$ cat src/rtl/alu_operand_serializer_pkg.sv
// Shared definitions for the ALU operand serializer: default widths, beat
// count, FSM state encoding and a helper for computing the beat count.
package alu_operand_serializer_pkg;

    localparam int OPERAND_WIDTH_DEF     = 32;
    localparam int OPERAND_BUS_WIDTH_DEF = 8;
    localparam int BEATS_DEF             = OPERAND_WIDTH_DEF / OPERAND_BUS_WIDTH_DEF;

    // IDLE: waiting for a request. SEND: streaming beats of a captured request.
    typedef enum logic {
        IDLE = 1'b0,
        SEND = 1'b1
    } state_t;

    // Number of bus beats needed for one full operand. A zero bus width is
    // reported elsewhere as an error, so it maps to zero beats here.
    function automatic int calc_beats(input int width, input int bus_width);
        return (bus_width == 0) ? 0 : width / bus_width;
    endfunction

endpackage

$ cat src/rtl/alu_operand_serializer.sv
// Splits a full-width ALU request (opcode plus operands A and B) into a
// sequence of narrow operand beats, least-significant slice first.
//
// Handshakes: a transfer happens on a rising edge where valid && ready are
// both high. The upstream side (req_valid/req_ready) and the downstream side
// (operand_valid/ready) both follow this rule; once operand_valid is high, the
// beat contents stay frozen until the beat is taken.
module alu_operand_serializer
    import alu_operand_serializer_pkg::*;
#(
    parameter int OPERAND_WIDTH     = OPERAND_WIDTH_DEF,
    parameter int OPERAND_BUS_WIDTH = OPERAND_BUS_WIDTH_DEF
) (
    input  logic                         clk,
    input  logic                         rst,
    input  logic                         req_valid,
    output logic                         req_ready,
    input  logic [2:0]                   req_op,
    input  logic [OPERAND_WIDTH-1:0]     req_a,
    input  logic [OPERAND_WIDTH-1:0]     req_b,
    output logic                         operand_valid,
    output logic [2:0]                   op,
    output logic [OPERAND_BUS_WIDTH-1:0] a,
    output logic [OPERAND_BUS_WIDTH-1:0] b,
    output logic                         operand_last,
    input  logic                         ready
);

    localparam int BEATS = calc_beats(OPERAND_WIDTH, OPERAND_BUS_WIDTH);
    localparam int CNT_W = (BEATS > 1) ? $clog2(BEATS) : 1;
    localparam logic [CNT_W-1:0] LAST_BEAT = CNT_W'(BEATS - 1);

    // The operand must split into a whole, nonzero number of beats.
    generate
        if (OPERAND_BUS_WIDTH <= 0 || OPERAND_WIDTH <= 0 ||
            (OPERAND_WIDTH % OPERAND_BUS_WIDTH) != 0) begin : g_bad_width
            $error("alu_operand_serializer: OPERAND_WIDTH must be a nonzero multiple of OPERAND_BUS_WIDTH");
        end
    endgenerate

    state_t                   state;
    state_t                   state_next;
    logic [CNT_W-1:0]         beat_cnt;
    logic [CNT_W-1:0]         cnt_inc;
    logic [OPERAND_WIDTH-1:0] a_rem;
    logic [OPERAND_WIDTH-1:0] b_rem;
    logic                     accept;
    logic                     beat_hs;
    logic                     last_hs;

    // A new request may enter while idle, or in the same edge as the final
    // beat of the current transaction is taken, so back-to-back requests
    // stream without a gap.
    assign beat_hs   = operand_valid && ready;
    assign last_hs   = beat_hs && operand_last;
    assign req_ready = (state == IDLE) || last_hs;
    assign accept    = req_valid && req_ready;
    assign cnt_inc   = beat_cnt + 1'b1;

    // State register.
    always_ff @(posedge clk or negedge rst) begin
        if (!rst) begin
            state <= IDLE;
        end else begin
            state <= state_next;
        end
    end

    // Next-state logic: stay in SEND when a new request chains onto the last beat.
    always_comb begin
        state_next = state;
        case (state)
            IDLE:    if (accept) state_next = SEND;
            SEND:    if (last_hs && !accept) state_next = IDLE;
            default: state_next = IDLE;
        endcase
    end

    // Beat datapath: load slice 0 on acceptance, then shift the remaining
    // slices out one per downstream handshake. Outputs are all registered.
    always_ff @(posedge clk or negedge rst) begin
        if (!rst) begin
            beat_cnt      <= '0;
            a_rem         <= '0;
            b_rem         <= '0;
            a             <= '0;
            b             <= '0;
            op            <= '0;
            operand_valid <= 1'b0;
            operand_last  <= 1'b0;
        end else if (accept) begin
            a_rem         <= req_a >> OPERAND_BUS_WIDTH;
            b_rem         <= req_b >> OPERAND_BUS_WIDTH;
            a             <= req_a[OPERAND_BUS_WIDTH-1:0];
            b             <= req_b[OPERAND_BUS_WIDTH-1:0];
            op            <= req_op;
            beat_cnt      <= '0;
            operand_valid <= 1'b1;
            operand_last  <= (BEATS == 1);
        end else if (beat_hs) begin
            if (operand_last) begin
                // Transaction done: a, b and op keep their last values.
                beat_cnt      <= '0;
                operand_valid <= 1'b0;
                operand_last  <= 1'b0;
            end else begin
                a_rem        <= a_rem >> OPERAND_BUS_WIDTH;
                b_rem        <= b_rem >> OPERAND_BUS_WIDTH;
                a            <= a_rem[OPERAND_BUS_WIDTH-1:0];
                b            <= b_rem[OPERAND_BUS_WIDTH-1:0];
                beat_cnt     <= cnt_inc;
                operand_last <= (cnt_inc == LAST_BEAT);
            end
        end
    end

endmodule

$ cat config.mk
export PLATFORM = sky130hd
export DESIGN_NAME = alu_operand_serializer
export DESIGN_NICKNAME = d
export VERILOG_FILES = /design/src/rtl/alu_operand_serializer_pkg.sv /design/src/rtl/alu_operand_serializer.sv
export SDC_FILE = /design/constraint.sdc
export NUM_CORES = 1
export LEC_CHECK = 0
export CAP_MARGIN = 10
export CELL_PAD_IN_SITES_DETAIL_PLACEMENT = 1
export CELL_PAD_IN_SITES_GLOBAL_PLACEMENT = 1
export CORE_MARGIN = 1
export CORE_UTILIZATION = 46
export DETAILED_ROUTE_END_ITERATION = 10
export DONT_BUFFER_PORTS = 1
export PLACE_DENSITY = 0.75
export REMOVE_ABC_BUFFERS = 1
export SYNTH_ARGS = -nofsm -noshare
export SYNTH_HDL_FRONTEND = slang
export SYNTH_SLANG_ARGS = --single-unit
$ cat constraint.sdc
create_clock -name clk -period 1.9 [get_ports clk]
set_input_delay 0.095 -clock clk [delete_from_list [all_inputs] [get_ports clk]]
set_output_delay 0.095 -clock clk [all_outputs]
set_load 0.02 [all_outputs]
Word level (Yosys, flattened, before mapping)
Cells that the tools add are included.

Register bits after elaboration: 88. Latch bits: 0. Memory bits (writable): 0. Bits in read-only memories: 0. Output and inout port bits: 22. Logic and storage cells: 47. Memories: 0.

Add/sub/neg operators: 1. $mul: 0. Div/mod/pow operators: 0. $lt $le $gt $ge: 0. Eq/ne operators: 2. Shifts and indexed selects: 0. Mux-type cells: 24. Bitwise logic cells: 1. Reductions and logical operators: 10.

Operators with widths (number): two-way mux 32 bit (6); two-way mux 8 bit (6); two-way mux 1 bit (8); two-way mux 2 bit (3); logical AND 1 bit (4); AND reduction 2 bit (2); nonzero test 2 bit (2); adder 2 x 1 -> 2 bit, second input constant (1); equality test 2 bit, second input constant (1); != test 2 x 1 -> 1 bit, second input constant (1); one-hot mux 1 bit (2 select lines) (1); logical NOT 1 bit (1); logical OR 1 bit (1); NOT 1 bit (1).

Longest topological paths before layout
Depth in word-level cells: 8. Depth in mapped cells: 6. Gate-level depth less buffers: 4.

Worst setup path before layout
Ideal clock, no wire load.

Path type: register to register. Start: register operand_valid. End: register state. Setup time: 0.149 ns. Arrival time: 1.380 ns. Data required time: 1.751 ns. Setup slack: 0.372 ns. Cell stages (with the launch flop): 4. Path buffers: 0. Period minus slack after synthesis: 1.528 ns. Cells stage by stage: dfrtp_1 > nand2_1 > o21ai_0 > nand2b_1.

Longest elaborated chain between the ends: 8. Elaborated cells between the ends (all ways): 9.

Ends and longest elaborated chain: start: declaration (line alu_operand_serializer.sv:21) `output logic operand_valid,`; start signal: assignment (line alu_operand_serializer.sv:89) `operand_valid <= 1'b0;`; start signal: assignment (line alu_operand_serializer.sv:98) `operand_valid <= 1'b1;`; start signal: assignment (line alu_operand_serializer.sv:104) `operand_valid <= 1'b0;`; logical AND 1 bit (*) (line alu_operand_serializer.sv:54) `assign beat_hs = operand_valid && ready;`; logical AND 1 bit (*) (line alu_operand_serializer.sv:55) `assign last_hs = beat_hs && operand_last;`; logical OR 1 bit (*) (line alu_operand_serializer.sv:56) `assign req_ready = (state == IDLE) || last_hs;`; via req_ready (line alu_operand_serializer.sv:17) `output logic req_ready,`; logical AND 1 bit (*) (line alu_operand_serializer.sv:57) `assign accept = req_valid && req_ready;`; logical NOT 1 bit (line alu_operand_serializer.sv:74) `SEND: if (last_hs && !accept) state_next = IDLE;`; logical AND 1 bit (line alu_operand_serializer.sv:74); two-way mux 1 bit (line alu_operand_serializer.sv:74); one-hot mux 1 bit (2 select lines) (*) (line alu_operand_serializer.sv:72) `case (state)`; via state_next (line alu_operand_serializer.sv:42) `state_t state_next;`; end signal: assignment (line alu_operand_serializer.sv:65) `state <= state_next;`; end: declaration (line alu_operand_serializer.sv:41) `state_t state;`.

The timed path passes the listed nets; every way through them passes the cells marked *. A chain may end at the register's enable or synchronous reset.

Worst setup path in the final report
Start: register operand_valid. End: output req_ready.

Longest elaborated chain between the ends: 3.

Ends and longest elaborated chain (line): logical AND 1 bit (alu_operand_serializer.sv:54); logical AND 1 bit (alu_operand_serializer.sv:55); logical OR 1 bit (alu_operand_serializer.sv:56); end: declaration (alu_operand_serializer.sv:17).

No other way between the ends.

==> impl_metrics.json <==
{
  "timing.rr.start": "state",
  "r2r_end": "op[0]",
  "cts_tree": "done",
  "h-tree-depth": 3,
  "yosys-top-cells-area": "dfrtp_1 (57%), nand2_1 (12%), a31oi_1 (9.5%)",
  "synthFlopType": "dfrtp_1",
  "grt_overflow": 0,
  "critPathMaxFanout": 6,
  "hold_buffers": 71,
  "critPathLaunchType": "flip-flop",
  "nFillCells": 697,
  "clkTransAtPathRegs_ns": 0.08,
  "nets": 476,
  "placed_cells": 399,
  "yosysWarningCount": 0,
  "crit_top_cell": "buf_4",
  "setup_ws_ns": 0.2890,
  "synth_seq_cells": 72,
  "worst-path-buf-inv": 2,
  "pin_count": 93,
  "drive_gt1_share_pct": 9.046,
  "fin_hold_ws_ns": 0.1234,
  "slew_headroom_pct": 68.57,
  "p_leak_nw": 1.834,
  "synth_edf_count": 0,
  "ant_nets": 0,
  "hold_end": "beat_cnt[1]",
  "cp-end-kind": "output pin",
  "cts.sinks": 72,
  "cp.required_ns": 1.80,
  "post_cts_buffers": 0,
  "avgSynthCellArea_um2": 9.380,
  "synth_area_um2": 3171,
  "cts_resized": 0,
  "drc": 0,
  "period_minus_slack_ns": 1.611,
  "setup_viol": 0,
  "diodes": 0,
  "synth.top_cell.area_share_pct": 56.83,
  "power.density_nw_per_um2": 1342,
  "clk_path_buf_depth": 2,
  "drv_slew": 0,
  "place_ws_ns": 0.4990,
  "max_stage_delay_ns": 0.37,
  "synth-async-reset-ratio_pct": 100.0,
  "grt_pass1_wl_um": 15730,
  "netlist_top_cells_count": "nand2_1 (105), dfrtp_1 (72), a21oi_1 (51), a31oi_1 (48), a22o_1 (16)",
  "hpwl_um": 5064,
  "wl_um": 9474,
  "ys_seq_area_share_pct": 56.83,
  "coreArea_um2": 6495,
  "cpLargestDelayFamily": "flip-flops",
  "crit_type": "reg2out",
  "synth_cell_types": 22,
  "postLayoutCellArea_um2": 4185,
  "skew_ns": 0.007973,
  "worst_pin_slew_ns": 0.4707,
  "synth_top_cell_by_area": "dfrtp_1",
  "placement_rows": 29,
  "via_count": 2867,
  "numCtsBuffers": 9,
  "synthCells": 338,
  "dpl_cell_area_um2": 3251,
  "grt_pass1_vias": 3159,
  "hold_class": "in2reg",
  "cap_violations": 0,
  "final_core_util_pct": 64.44,
  "initial_core_util_pct": 48.82,
  "root_buffer": "clkbuf_8",
  "io_buffers": 0,
  "cp_slowest_cell": "dfrtp_1",
  "track_usage_pct": 28.23,
  "fin_cells": 486,
  "r2r_setup_slack_ns": 0.50,
  "vias_per_cell": 5.899,
  "syn2layout_area_growth_pct": 32.00,
  "clkLatencyLatePin_ns": 0.35,
  "die-area_um2": 7228,
  "yosysMostFrequentCell": "nand2_1",
  "min_from": "ready",
  "r2r_cells": 4,
  "hold_violations": 0,
  "crit_path_cell_trace": "buf_4 > nand2_1 > o21ai_0 > buf_4",
  "die_width_um": 85.02,
  "grt_max_degree": 73,
  "grt_antenna_before_repair": 0,
  "timing.fmax_ghz": 0.6207,
  "first_pass_iters": 4,
  "status": "finished clean",
  "wl_per_cell_um": 19.49,
  "period_share_pct": 84.79,
  "min_path_cells": 3,
  "vdd_ir_drop_max_uv": 721.5,
  "rsz0062_at_grt": "no",
  "drt-initial-drc-count": 142,
  "routabilityCongestion": 0.7236,
  "chipHeight_um": 85.02,
  "cp_data_arrival_time_ns": 1.52
}
==> registers in the layout, indices dropped and copies added, names as in the netlist <==
| register | cells |
|---|---|
| a | 8 |
| a_rem | 24 |
| b | 8 |
| b_rem | 24 |
| beat_cnt | 2 |
| op | 3 |
| operand_last | 1 |
| operand_valid | 1 |
| state | 1 |
==> layout by cell type, fill, tap and decap left out, drive strengths merged, types with 2 or more instances in the layout <==
cell type    Yosys  layout
nand2          105     105
dfrtp           72      72
dlygate4sd3      0      70
a21oi           51      51
a31oi           48      48
a22o            16      16
buf             15      15
clkbuf          15      11
mux2             3       3
inv              2       2
nand4            2       2
clkinv           0       2
clkinvlp         0       2
nand2b           2       2
==> worst min-delay path, delay by kind of cell <==
kind	cells	cell delay [ns]
compound gates	1	0.05
simple gates	2	0.28
==> area by class of cell <==
| cell class | instances | area, um2 | area share (%) |
|---|---|---|---|
| sequential | 72 | 1802 | 43.05 |
| multi-input combinational | 234 | 1227 | 29.33 |
| timing repair buffer | 85 | 845.8 | 20.21 |
| clock buffer | 11 | 151.4 | 3.617 |
| tap | 77 | 96.34 | 2.302 |
| clock inverter | 5 | 55.05 | 1.315 |
| inverter | 2 | 7.507 | 0.1794 |
==> per-stage QoR <==
stage	power (mW)	TNS, ns
6_report	5.615	0
2_1_floorplan	3.687	-65.92
4_1_cts	5.611	0
3_3_place_gp	4.087	0
5_1_grt	5.976	0
3_5_place_dp	4.179	0
==> per-layer routing <==
layer,vias up,routed length (um),track usage (%)
met2,105,4823,47.58
met3,16,477,5.058
met1,1427,3993,36.11
li1,1319,-,-
met4,0,178,11.56
met5,-,0,0
==> how the worst max path moves through the flow <==
stage                  start  slack [ns]   endpoint  cells after the start
2_1_floorplan   operand_last       -1.15      op[0]                      3
3_3_place_gp           state        0.56      op[2]                      4
3_5_place_dp    operand_last        0.50       b[5]                      4
4_1_cts        operand_valid        0.32  req_ready                      4
5_1_grt        operand_valid        0.17  req_ready                      4
6_report       operand_valid        0.29  req_ready                      4
==> logic make-up after synthesis <==
family / synth area share, %
AOI/OAI and AO/OA: 22.97
and+or+nand+nor: 14.13
DFF: 56.83
buffers and inverters: 4.617
muxes: 1.065
adders and majority gates: 0.3946
==> power breakdown <==
part,switching [mW],internal (mW)
registers,0.580,2.14
logic,0.899,0.735
clock network,0.590,0.674
total,2.07,3.55
Note: power is estimated with default switching activity, not from simulation.
